**src/rtl/uart_pkg.sv**
```systemverilog
// rtl/uart_pkg.sv - shared state encoding and constants for the UART receive path
package uart_pkg;

  typedef enum logic [2:0] {
    ST_IDLE,
    ST_START,
    ST_DATA,
    ST_PARITY,
    ST_STOP
  } rx_state_e;

  localparam int DATA_WIDTH_DEF = 8;
  localparam int PRESC_8        = 8;
  localparam int PRESC_16       = 16;

endpackage

```
**src/rtl/uart_rx_edge_bit_counter.sv**
```systemverilog
// rtl/uart_rx_edge_bit_counter.sv - oversampling edge counter with bit boundary strobe and bit counter
module uart_rx_edge_bit_counter #(
  parameter int PRESC_W = 5,
  parameter int BIT_W   = 4
) (
  input  logic               clk_i,
  input  logic               rst_ni,
  input  logic               en_i,
  input  logic [PRESC_W-1:0] presc_i,
  input  logic               bit_clr_i,
  input  logic               bit_inc_i,
  output logic [PRESC_W-1:0] edge_cnt_o,
  output logic [BIT_W-1:0]   bit_cnt_o,
  output logic               boundary_o
);

  logic [PRESC_W-1:0] edge_q, edge_d;
  logic [BIT_W-1:0]   bit_q, bit_d;

  // The wrap cycle of the edge counter is the only cycle a bit is evaluated.
  assign boundary_o = en_i && (edge_q == (presc_i - PRESC_W'(1)));

  always_comb begin
    edge_d = '0;
    if (en_i && !boundary_o) begin
      edge_d = edge_q + PRESC_W'(1);
    end
    bit_d = bit_q;
    if (bit_clr_i) begin
      bit_d = '0;
    end else if (boundary_o && bit_inc_i) begin
      bit_d = bit_q + BIT_W'(1);
    end
  end

  always_ff @(posedge clk_i) begin
    if (!rst_ni) begin
      edge_q <= '0;
      bit_q  <= '0;
    end else begin
      edge_q <= edge_d;
      bit_q  <= bit_d;
    end
  end

  assign edge_cnt_o = edge_q;
  assign bit_cnt_o  = bit_q;

endmodule

```
**src/rtl/uart_rx_ctrl.sv**
```systemverilog
// rtl/uart_rx_ctrl.sv - UART receive frame controller: start/data/parity/stop sequencing and checks
module uart_rx_ctrl
  import uart_pkg::*;
#(
  parameter int DATA_WIDTH = DATA_WIDTH_DEF,
  parameter int PRESC_W    = 5
) (
  input  logic                  CLK,
  input  logic                  RST,
  input  logic                  RX_IN,
  input  logic [PRESC_W-1:0]    Prescale,
  input  logic                  PAR_EN,
  input  logic                  PAR_TYP,
  input  logic                  sampled_bit,
  output logic                  data_samp_en,
  output logic [PRESC_W-1:0]    edge_cnt,
  output logic [DATA_WIDTH-1:0] P_DATA,
  output logic                  data_valid,
  output logic                  par_err,
  output logic                  stp_err
);

  localparam int BIT_W = $clog2(DATA_WIDTH + 1);

  rx_state_e             state_q;
  logic [PRESC_W-1:0]    presc_q;
  logic [DATA_WIDTH-1:0] p_data_q;
  logic                  data_samp_en_q;
  logic                  data_valid_q;
  logic                  par_err_q;
  logic                  stp_err_q;

  logic                  cnt_en;
  logic                  boundary;
  logic                  bit_clr;
  logic                  last_bit;
  logic [BIT_W-1:0]      bit_cnt;

  assign cnt_en   = (state_q != ST_IDLE);
  assign bit_clr  = (state_q == ST_START) && boundary;
  assign last_bit = (bit_cnt == BIT_W'(DATA_WIDTH - 1));

  uart_rx_edge_bit_counter #(
    .PRESC_W (PRESC_W),
    .BIT_W   (BIT_W)
  ) u_counter (
    .clk_i      (CLK),
    .rst_ni     (RST),
    .en_i       (cnt_en),
    .presc_i    (presc_q),
    .bit_clr_i  (bit_clr),
    .bit_inc_i  (state_q == ST_DATA),
    .edge_cnt_o (edge_cnt),
    .bit_cnt_o  (bit_cnt),
    .boundary_o (boundary)
  );

  // Flags are also cleared when a start bit is confirmed, so a back-to-back
  // frame reports the previous stop error during its start bit only.
  always_ff @(posedge CLK) begin
    if (!RST) begin
      state_q        <= ST_IDLE;
      presc_q        <= PRESC_W'(PRESC_8);
      p_data_q       <= '0;
      data_samp_en_q <= 1'b0;
      data_valid_q   <= 1'b0;
      par_err_q      <= 1'b0;
      stp_err_q      <= 1'b0;
    end else begin
      data_valid_q <= 1'b0;
      case (state_q)
        ST_IDLE: begin
          if (!RX_IN) begin
            state_q        <= ST_START;
            presc_q        <= Prescale;
            par_err_q      <= 1'b0;
            stp_err_q      <= 1'b0;
            data_samp_en_q <= 1'b1;
          end
        end
        ST_START: begin
          if (boundary) begin
            if (sampled_bit) begin
              state_q        <= ST_IDLE;
              data_samp_en_q <= 1'b0;
            end else begin
              state_q   <= ST_DATA;
              par_err_q <= 1'b0;
              stp_err_q <= 1'b0;
            end
          end
        end
        ST_DATA: begin
          if (boundary) begin
            p_data_q <= {sampled_bit, p_data_q[DATA_WIDTH-1:1]};
            if (last_bit) begin
              state_q <= PAR_EN ? ST_PARITY : ST_STOP;
            end
          end
        end
        ST_PARITY: begin
          if (boundary) begin
            par_err_q <= (sampled_bit != ((^p_data_q) ^ PAR_TYP));
            state_q   <= ST_STOP;
          end
        end
        ST_STOP: begin
          if (boundary) begin
            stp_err_q    <= ~sampled_bit;
            data_valid_q <= sampled_bit & ~par_err_q;
            if (RX_IN) begin
              state_q        <= ST_IDLE;
              data_samp_en_q <= 1'b0;
            end else begin
              state_q <= ST_START;
            end
          end
        end
        default: begin
          state_q        <= ST_IDLE;
          data_samp_en_q <= 1'b0;
        end
      endcase
    end
  end

  assign data_samp_en = data_samp_en_q;
  assign P_DATA       = p_data_q;
  assign data_valid   = data_valid_q;
  assign par_err      = par_err_q;
  assign stp_err      = stp_err_q;

endmodule

```
**config.mk**
```make
export PLATFORM = sky130hd
export DESIGN_NAME = uart_rx_ctrl
export DESIGN_NICKNAME = d
export VERILOG_FILES = /design/src/rtl/uart_pkg.sv /design/src/rtl/uart_rx_edge_bit_counter.sv /design/src/rtl/uart_rx_ctrl.sv
export SDC_FILE = /design/constraint.sdc
export NUM_CORES = 1
export LEC_CHECK = 0
export ABC_AREA = 1
export CORE_MARGIN = 2
export CORE_UTILIZATION = 40
export CTS_BUF_LIST = sky130_fd_sc_hd__clkbuf_16
export CTS_CLUSTER_DIAMETER = 100
export CTS_CLUSTER_SIZE = 14
export DETAILED_ROUTE_END_ITERATION = 8
export GPL_TIMING_DRIVEN = 0
export PLACE_DENSITY = 0.67
export SLEW_MARGIN = 20
export SYNTH_ARGS = -nofsm -noshare
export SYNTH_HDL_FRONTEND = slang
export SYNTH_SLANG_ARGS = --single-unit
```
**constraint.sdc**
```tcl
create_clock -name CLK -period 5.1 [get_ports CLK]
set_input_delay 0.765 -clock CLK [delete_from_list [all_inputs] [get_ports CLK]]
set_output_delay 0.765 -clock CLK [all_outputs]
set_load 0.05 [all_outputs]
```
After elaboration in Yosys (flattened, before gate mapping)

Cells that the tools add are included.

Bits in registers: 29
Input bits: 11

Add/sub/neg operators: 3
Eq/ne operators: 16
Mux-type cells: 23
Bitwise logic cells: 7
Reductions and logical operators: 20

Operators with widths:

| cell                                                               | number |
|---|---|
| 3-bit 2-to-1 mux                                                   | 7 |
| 2-bit inequality test, second input constant                       | 9 |
| 3-bit one-hot mux with 5 select lines                              | 1 |
| 6-bit AND reduction                                                | 2 |
| 1-bit 2-to-1 mux                                                   | 11 |
| 5-bit AND reduction                                                | 2 |
| 3-bit nonzero test                                                 | 3 |
| 8-bit parity                                                       | 1 |
| 3-bit by 2-bit == test with 1-bit output, second input constant    | 2 |
| 1-bit one-hot mux with 3 select lines                              | 2 |
| 2-bit AND reduction                                                | 3 |
| 5-bit by 1-bit adder with 5-bit output, second input constant      | 1 |
| 5-bit == test                                                      | 1 |
| 1-bit NOT                                                          | 5 |
| 5-bit by 1-bit subtractor with 5-bit output, second input constant | 1 |
| 4-bit by 1-bit adder with 4-bit output, second input constant      | 1 |
| 4-bit by 3-bit == test with 1-bit output, second input constant    | 1 |
| 1-bit logical AND                                                  | 4 |
| 1-bit one-hot mux with 4 select lines                              | 1 |
| 2-bit OR reduction                                                 | 2 |
| 3-bit by 1-bit == test with 1-bit output, second input constant    | 1 |
| 3-bit == test, second input constant                               | 1 |
| 3-bit zero test                                                    | 1 |
| 3-bit AND reduction                                                | 1 |
| other kinds (5)                                                    | 5 |

Depth between registers and ports, before layout

Gate-level depths: netlist of the first run.

Word-level depth: 6
Gate-level depth with buffers: 14
Gate-level depth less buffers: 14

Modules after synthesis

Synthesis of the first run repeated with hierarchy kept, for this count alone.

Cells, all modules: 257
Area, all modules: 1637.8 um2

Modules (own cells, without submodules):

| module                   | times used | cells each | area each (um2) | seq. area each (um2) |
|---|---|---|---|---|
| uart_rx_ctrl             | 1          | 162        | 1027.2          | 400.4 |
| uart_rx_edge_bit_counter | 1          | 95         | 610.6           | 180.2 |

Worst setup path before layout of the first run

OpenSTA, ideal clock, no wires.

Path type: register to register
From: reg u_counter.edge_q[0] (netlist: u_counter.edge_cnt_o[0])
To: reg p_data_q[4] (netlist: P_DATA[4])
Setup time: 120 ps
Arrival time: 1722 ps
Required time: 4980 ps
Setup slack: 3258 ps
Stages on the path, launching flop included: 13
Path buffers: 1
Clock period less this slack: 1842 ps
Path through: dfxtp_1 > inv_1 > nand2_1 > nand2_1 > nor2_1 > nand2_1 > nor2_2 > nand2_4 > nor2_8 > inv_2 > buf_6 > o21ai_1 > a21oi_1

Cells in the longest elaborated chain, start to end: 3

RTL lines:

| what                                 | RTL line                       | text |
|---|---|---|
| start: declaration                   | uart_rx_edge_bit_counter.sv:17 | `logic [PRESC_W-1:0] edge_q, edge_d;` |
| start signal: assignment             | uart_rx_edge_bit_counter.sv:41 | `edge_q <= edge_d;` |
| 5-bit == test                        | uart_rx_edge_bit_counter.sv:21 | `assign boundary_o = en_i && (edge_q == (presc_i - PRESC_W'(1)));` |
| 1-bit logical AND                    | uart_rx_edge_bit_counter.sv:21 |  |
| 2-bit AND reduction (no source line) | -                              |  |
| end signal: assignment               | uart_rx_ctrl.sv:95             | `p_data_q <= {sampled_bit, p_data_q[DATA_WIDTH-1:1]};` |
| end: declaration                     | uart_rx_ctrl.sv:27             | `logic [DATA_WIDTH-1:0] p_data_q;` |

No other way between the ends.
A chain may end at the register's enable or synchronous reset.

Final worst setup path of the first run

From: reg u_counter.edge_q[3] (netlist: u_counter.edge_cnt_o[3])
To: out edge_cnt[3]

RTL lines:

| what             | RTL line           | text |
|---|---|---|
| end: declaration | uart_rx_ctrl.sv:16 | `output logic [PRESC_W-1:0] edge_cnt,` |

No word-level cell between the ends.

==> flow_summary.yaml, run 1 <==
layout:
  nets: 307
  layout_commonest_cell: "nand2_1"
  final_cell_mix: "72 x nand2_1, 42 x nor2_1, 33 x inv_1, 29 x dfxtp_1, 27 x clkdlybuf4s50_1"
  syn_to_final_growth_pct: 29.5
  diodes: 0
  fillCellCount: 406
  drive_gt1_frac: 0.0819
clocking:
  clk_latency_ps: 270
  htree_num_levels: 2
  cts_resized: 0
  cts_root_buf: "clkbuf_16"
  clockBufferDepth: 2
  hold_buffers: 0
  clk_pin_slew_ps: 50
  tritoncts: "done"
  cts_made_buffers: 5
  cts.sinks: 29
  postCtsSetupRepairBufs: 0
timing:
  rsz0062_at_grt: "no"
  setup_slack_ps: 2750
  worst_pin_slew_ps: 497
  hold_violations: 0
  fmax_ghz: 0.425
  setup_viol: 0
  relSlewSlack: 0.668
  fin_hold_ws_ps: 471
  tns_ps: 0
  fin_skew_ps: 3.50
  slew_violations: 0
  period_share: 0.461
  period_needed_ps: 2350
logic_synthesis:
  syn_nets: 273
  synth_warnings: 0
  mappedNetlistArea_um2: 1670
  postSynthCellCount: 259
  ys_types: 29
  synth_seq_cells: 29
  avgSynthCellArea_um2: 6.46
  ys_seq_area_frac: 0.347
grt:
  grt_antenna_before_repair: 0
  grt_pass1_vias: 1516
  track_usage: 0.186
  grt_max_degree: 11
  grt_pass1_wl_mm: 6.54
  grt-ovfl-total: 0
die:
  dieHeight_um: 68.7
  die_x_um: 68.7
  io-pin-count: 28
  start_util: 0.418
  core_area_um2: 4000
  num_rows: 23
  dieArea_um2: 4720
placed_design:
  io_buffers: 27
  dp_slack_ps: 2810
  finalWeightedCongestion: 0.858
  dp_hpwl_mm: 2.77
worst_setup_path:
  crit_path_max_fanout: 6
  required_ps: 4340
  worst_path_max_delay_cell: "clkdlybuf4s50_1"
  crit_path_end_kind: "output pin"
  timing_worst_setup_path_type: "reg2out"
  slowest_delay_ps: 850
  crit_buf_inv: 1
  crit_family: "buffers and inverters"
  r2r-start: "presc_q[0]$_SDFFE_PN0P_"
  cp_data_arrival_time_ps: 1590
  worstSetupStartpointType: "register"
  path_cells: "clkdlybuf4s50_1"
  crit_start: "u_counter.edge_cnt_o[3]$_SDFF_PN0_"
routing:
  routed_via_density: 4.71
  wl_per_cell_um: 10.7
  num_vias: 1617
  ant_nets: 0
  drt_iter0_drc: 84
  drc: 0
  dr.pass1.iters: 4
  wirelength_mm: 3.67
pwr:
  leakage_nw: 1.03
  powerDensity_nw_per_um2: 512
  peakVddDrop_mv: 0.222
run_status:
  outcome: "finished, final reports clean"
hold_path:
  hold_start: "u_counter.bit_cnt_o[3]$_SDFFE_PP0P_"
  hold_path_class: "reg2reg"
flow_run:
  maxCapViolCount: 0
cell families (layout without fill, tap and decap cells):
logic type / after synthesis / after routing / synth area share
xor+xnor: 5 / 5 / 0.0262
fa+ha+maj: 3 / 3 / 0.0224
simple gates: 146 / 146 / 0.378
flops: 29 / 29 / 0.347
buf+inv: 40 / 74 / 0.0995
compound gates: 36 / 36 / 0.126
registers in the layout, indices dropped and copies added (netlist names):
signal	count
P_DATA	8
presc_q	5
u_counter.edge_cnt_o	5
u_counter.bit_cnt_o	4
state_q	3
data_samp_en	1
data_valid	1
par_err	1
stp_err	1
stage by stage:
stage	total power, mW	area, um2	util	std cells
final	1.11	2170	0.541	343
after global routing	1.21	2170	0.541	343
after CTS	1.12	2170	0.541	343
after detailed placement	0.789	2010	0.501	336
after global placement	0.783	2010	0.501	336
after floorplan	0.681	1670	-	259
routing by layer:
metal  vias to the layer above  track usage  share of wire
li1                        887            -              -
met1                       700        0.243           0.50
met2                        25        0.288           0.43
met3                         5       0.0487          0.050
met4                         0       0.0750          0.015
met5                         -            0              0
where the power goes:
part           total [mW]  leakage [nW]  switching (mW)  internal [mW]
combinational       0.484         0.713           0.316          0.168
clock               0.322        0.0797          0.0963          0.226
sequential          0.302         0.236          0.0344          0.268
total                1.11          1.03           0.447          0.661
cell type report:
type,count,area (um2),area share
Timing Repair Buffer,27,270,0.125
Inverter,36,135,0.0624
Multi-Input combinational cell,190,926,0.427
Tap cell,50,62.6,0.0289
Sequential cell,29,581,0.268
Clock buffer,5,125,0.0578
Clock inverter,2,35.0,0.0162
Buffer,4,31.3,0.0144
path summary, 6_finish.rpt:
kind                                                       endpoint  slack [ps]  depth (start not counted)
worst max-delay path                                    edge_cnt[3]        2750                          1
worst min-delay path            u_counter.bit_cnt_o[3]$_SDFFE_PP0P_         470                          2
worst max register to register               P_DATA[7]$_SDFFE_PN0P_        3210                         14
worst min register to register  u_counter.bit_cnt_o[3]$_SDFFE_PP0P_         470                          2
Yosys cell counts:
cell	number	area [um2]
ha_1	3	37.5
nor2_8	1	20.0
nand3b_1	3	22.5
a21oi_1	13	65.1
nor3_1	2	10.0
o21ai_2	2	17.5
a21oi_2	1	8.76
or2_2	2	12.5
dfxtp_1	29	581
nand2_4	1	11.3
nand3_1	12	60.1
nand2_1	72	270
buf_6	2	22.5
buf_2	1	5.00
nor2_2	2	12.5
o21a_1	1	7.51
nand2_2	1	6.26
clkbuf_1	1	3.75
nor2_1	42	158
o211ai_1	1	7.51
o21ai_0	12	60.1
o221ai_1	1	8.76
o21ai_1	4	20.0
nand4_1	8	50.1
inv_1	33	124
xor2_1	2	17.5
a21oi_4	1	16.3
inv_2	3	11.3
xnor2_1	3	26.3
Note: power is estimated with default switching activity, not from simulation.
==> inputs of run 2 (changes only) <==
clock period = 2.25 ns   (was 5.1 ns; I/O delays follow)
==> results of run 2 <==
Same layout as run 1 (identical final DEF). Status: finished, final reports clean.
Among the figures that moved: setup slack after placement 2810 ps -> 338 ps; setup slack after layout 2750 ps -> 325 ps; register-to-register setup slack 3210 ps -> 360 ps; total power 1.11 mW -> 2.51 mW; worst IR drop on VDD 0.222 mV -> 0.503 mV
==> inputs of run 3 (changes only) <==
CORE_MARGIN = 4   (was 2)
==> run 3 against run 2 <==
  * Worst setup slack worse by 8.2 ps
  * Clock skew up 0.77 ps
  * Routed wire length down 1.6%
  * Core utilization down 0.23 points
  * Clock power up 3.2%
  * Design area up 0.29%
  * Combinational power about the same
  * Fmax down 0.42%
  * Sequential power about the same
  * Die area up 12%
==> flow_summary.yaml, run 3 (synthesis gave the netlist of run 1 again) <==
run_status:
  outcome: "finished, final reports clean"
worst_setup_path:
  worstRegToRegCells: 14
  slowest_delay_ps: 860
  crit_family: "buffers and inverters"
  worst_path_max_delay_cell: "clkdlybuf4s50_1"
  path_cells: "clkdlybuf4s50_1"
  ff2ff_setup_slack_ps: 340
  cp-endpoint: "edge_cnt[3]"
  r2r-start: "presc_q[0]$_SDFFE_PN0P_"
  crit_buf_inv: 1
  worst-path-stages: 1
  required_ps: 1910
  crit_path_end_kind: "output pin"
  cp_data_arrival_time_ps: 1600
  worstSetupStartpointType: "register"
  r2r-end: "P_DATA[7]$_SDFFE_PN0P_"
  crit_start: "u_counter.edge_cnt_o[3]$_SDFF_PN0_"
  timing_worst_setup_path_type: "reg2out"
  crit_path_max_fanout: 6
grt:
  grt_use_met2: 0.223
  grt-ovfl-total: 0
  grt_antenna_before_repair: 0
  track_usage: 0.154
  grt_pass1_wl_mm: 6.33
  busiest_layer: "met2"
  grtUsageMet1: 0.202
  grt_pass1_vias: 1446
  grtUsageMet3: 0.0386
  grt_max_degree: 11
layout:
  fin_util: 0.539
  drive_gt1_frac: 0.0816
  final_area_um2: 2170
  fillCellCount: 424
  layout_commonest_cell: "nand2_1"
  nets: 307
  syn_to_final_growth_pct: 29.8
  final_cell_mix: "72 x nand2_1, 42 x nor2_1, 33 x inv_1, 29 x dfxtp_1, 27 x clkdlybuf4s50_1"
  diodes: 0
  largest_register_ffs: 8
routing:
  dr.pass1.iters: 4
  num_vias: 1617
  routed_via_density: 4.70
  wirelength_mm: 3.61
  drt_iter0_drc: 83
  wl_per_cell_um: 10.5
  ant_nets: 0
  drc: 0
die:
  dieHeight_um: 72.7
  die_x_um: 72.7
  start_util: 0.415
  core_area_um2: 4030
  io-pin-count: 28
  num_rows: 23
  dieArea_um2: 5280
hold_path:
  hold_path_class: "reg2reg"
clocking:
  cts_root_buf: "clkbuf_16"
  clockBufferDepth: 2
  cts.sinks: 29
  tritoncts: "done"
  clk_pin_slew_ps: 50
  cts_made_buffers: 5
  hold_buffers: 0
  postCtsSetupRepairBufs: 0
  cts_resized: 0
  clk_latency_ps: 280
  htree_num_levels: 2
placed_design:
  finalWeightedCongestion: 0.870
  dp_slack_ps: 315
  io_buffers: 27
  postPlaceCellArea_um2: 2010
  dp_hpwl_mm: 2.74
timing:
  period_share: 0.859
  tns_ps: 0
  period_needed_ps: 1930
  fin_skew_ps: 4.27
  hold_violations: 0
  setup_viol: 0
  worst_pin_slew_ps: 515
  setup_slack_ps: 317
  slew_violations: 0
  rsz0062_at_grt: "no"
  fmax_ghz: 0.517
  relSlewSlack: 0.656
pwr:
  leakage_nw: 1.03
  powerDensity_nw_per_um2: 1170
  peakVddDrop_mv: 0.480
  finalPower_mw: 2.54
flow_run:
  maxCapViolCount: 0
run 3: final cells by class:
class,instances,area [um2],area share
well taps,50,62.6,0.0288
plain buffers,4,31.3,0.0144
clock buffers,5,125,0.0576
inverters,36,135,0.0622
multi-input cells,190,926,0.426
flip-flops and latches,29,581,0.267
clock inverters,3,41.3,0.0190
repair buffers,27,270,0.124
run 3: layer usage:
| metal | vias up | routed length (um) | part of all wire |
|---|---|---|---|
| met2 | 26 | 1530 | 0.42 |
| met5 | - | 0 | 0 |
| li1 | 890 | - | - |
| met3 | 8 | 133 | 0.037 |
| met4 | 0 | 98 | 0.027 |
| met1 | 693 | 1850 | 0.51 |
run 3: worst register-to-register path: stages (launching register included):
cell and delay (ps):
dfxtp_1 370, inv_2 70, ha_1 290, inv_1 40, nand2_1 50, nand2_1 40, nor2_1 100, nand2_1 70
nor2_2 140, nand2_4 150, nor2_8 140, inv_2 60, buf_6 140, o21ai_1 110, a21oi_1 50
run 3: stage by stage:
stage	std cells	hold WS [ps]
6_report	344	474
5_1_grt	344	507
4_1_cts	344	473
3_5_place_dp	336	466
3_3_place_gp	336	463
2_1_floorplan	259	450
run 3: how the worst min path moves through the flow:
| stage | cells after the start | end | slack (ps) | start |
|---|---|---|---|---|
| 2_1_floorplan | 2 | u_counter.bit_cnt_o[3]$_SDFFE_PP0P_ | 450 | u_counter.bit_cnt_o[3]$_SDFFE_PP0P_ |
| 6_report | 2 | u_counter.bit_cnt_o[3]$_SDFFE_PP0P_ | 470 | u_counter.bit_cnt_o[3]$_SDFFE_PP0P_ |
| 4_1_cts | 2 | u_counter.bit_cnt_o[3]$_SDFFE_PP0P_ | 470 | u_counter.bit_cnt_o[3]$_SDFFE_PP0P_ |
| 5_1_grt | 2 | u_counter.bit_cnt_o[1]$_SDFFE_PP0P_ | 510 | u_counter.bit_cnt_o[1]$_SDFFE_PP0P_ |
| 3_3_place_gp | 2 | u_counter.bit_cnt_o[3]$_SDFFE_PP0P_ | 460 | u_counter.bit_cnt_o[3]$_SDFFE_PP0P_ |
| 3_5_place_dp | 2 | u_counter.bit_cnt_o[3]$_SDFFE_PP0P_ | 470 | u_counter.bit_cnt_o[3]$_SDFFE_PP0P_ |
run 3: where the power goes:
part	internal (mW)	total [mW]	switching [mW]
clock	0.517	0.753	0.236
sequential	0.607	0.687	0.0797
combinational	0.380	1.10	0.718
total	1.50	2.54	1.03
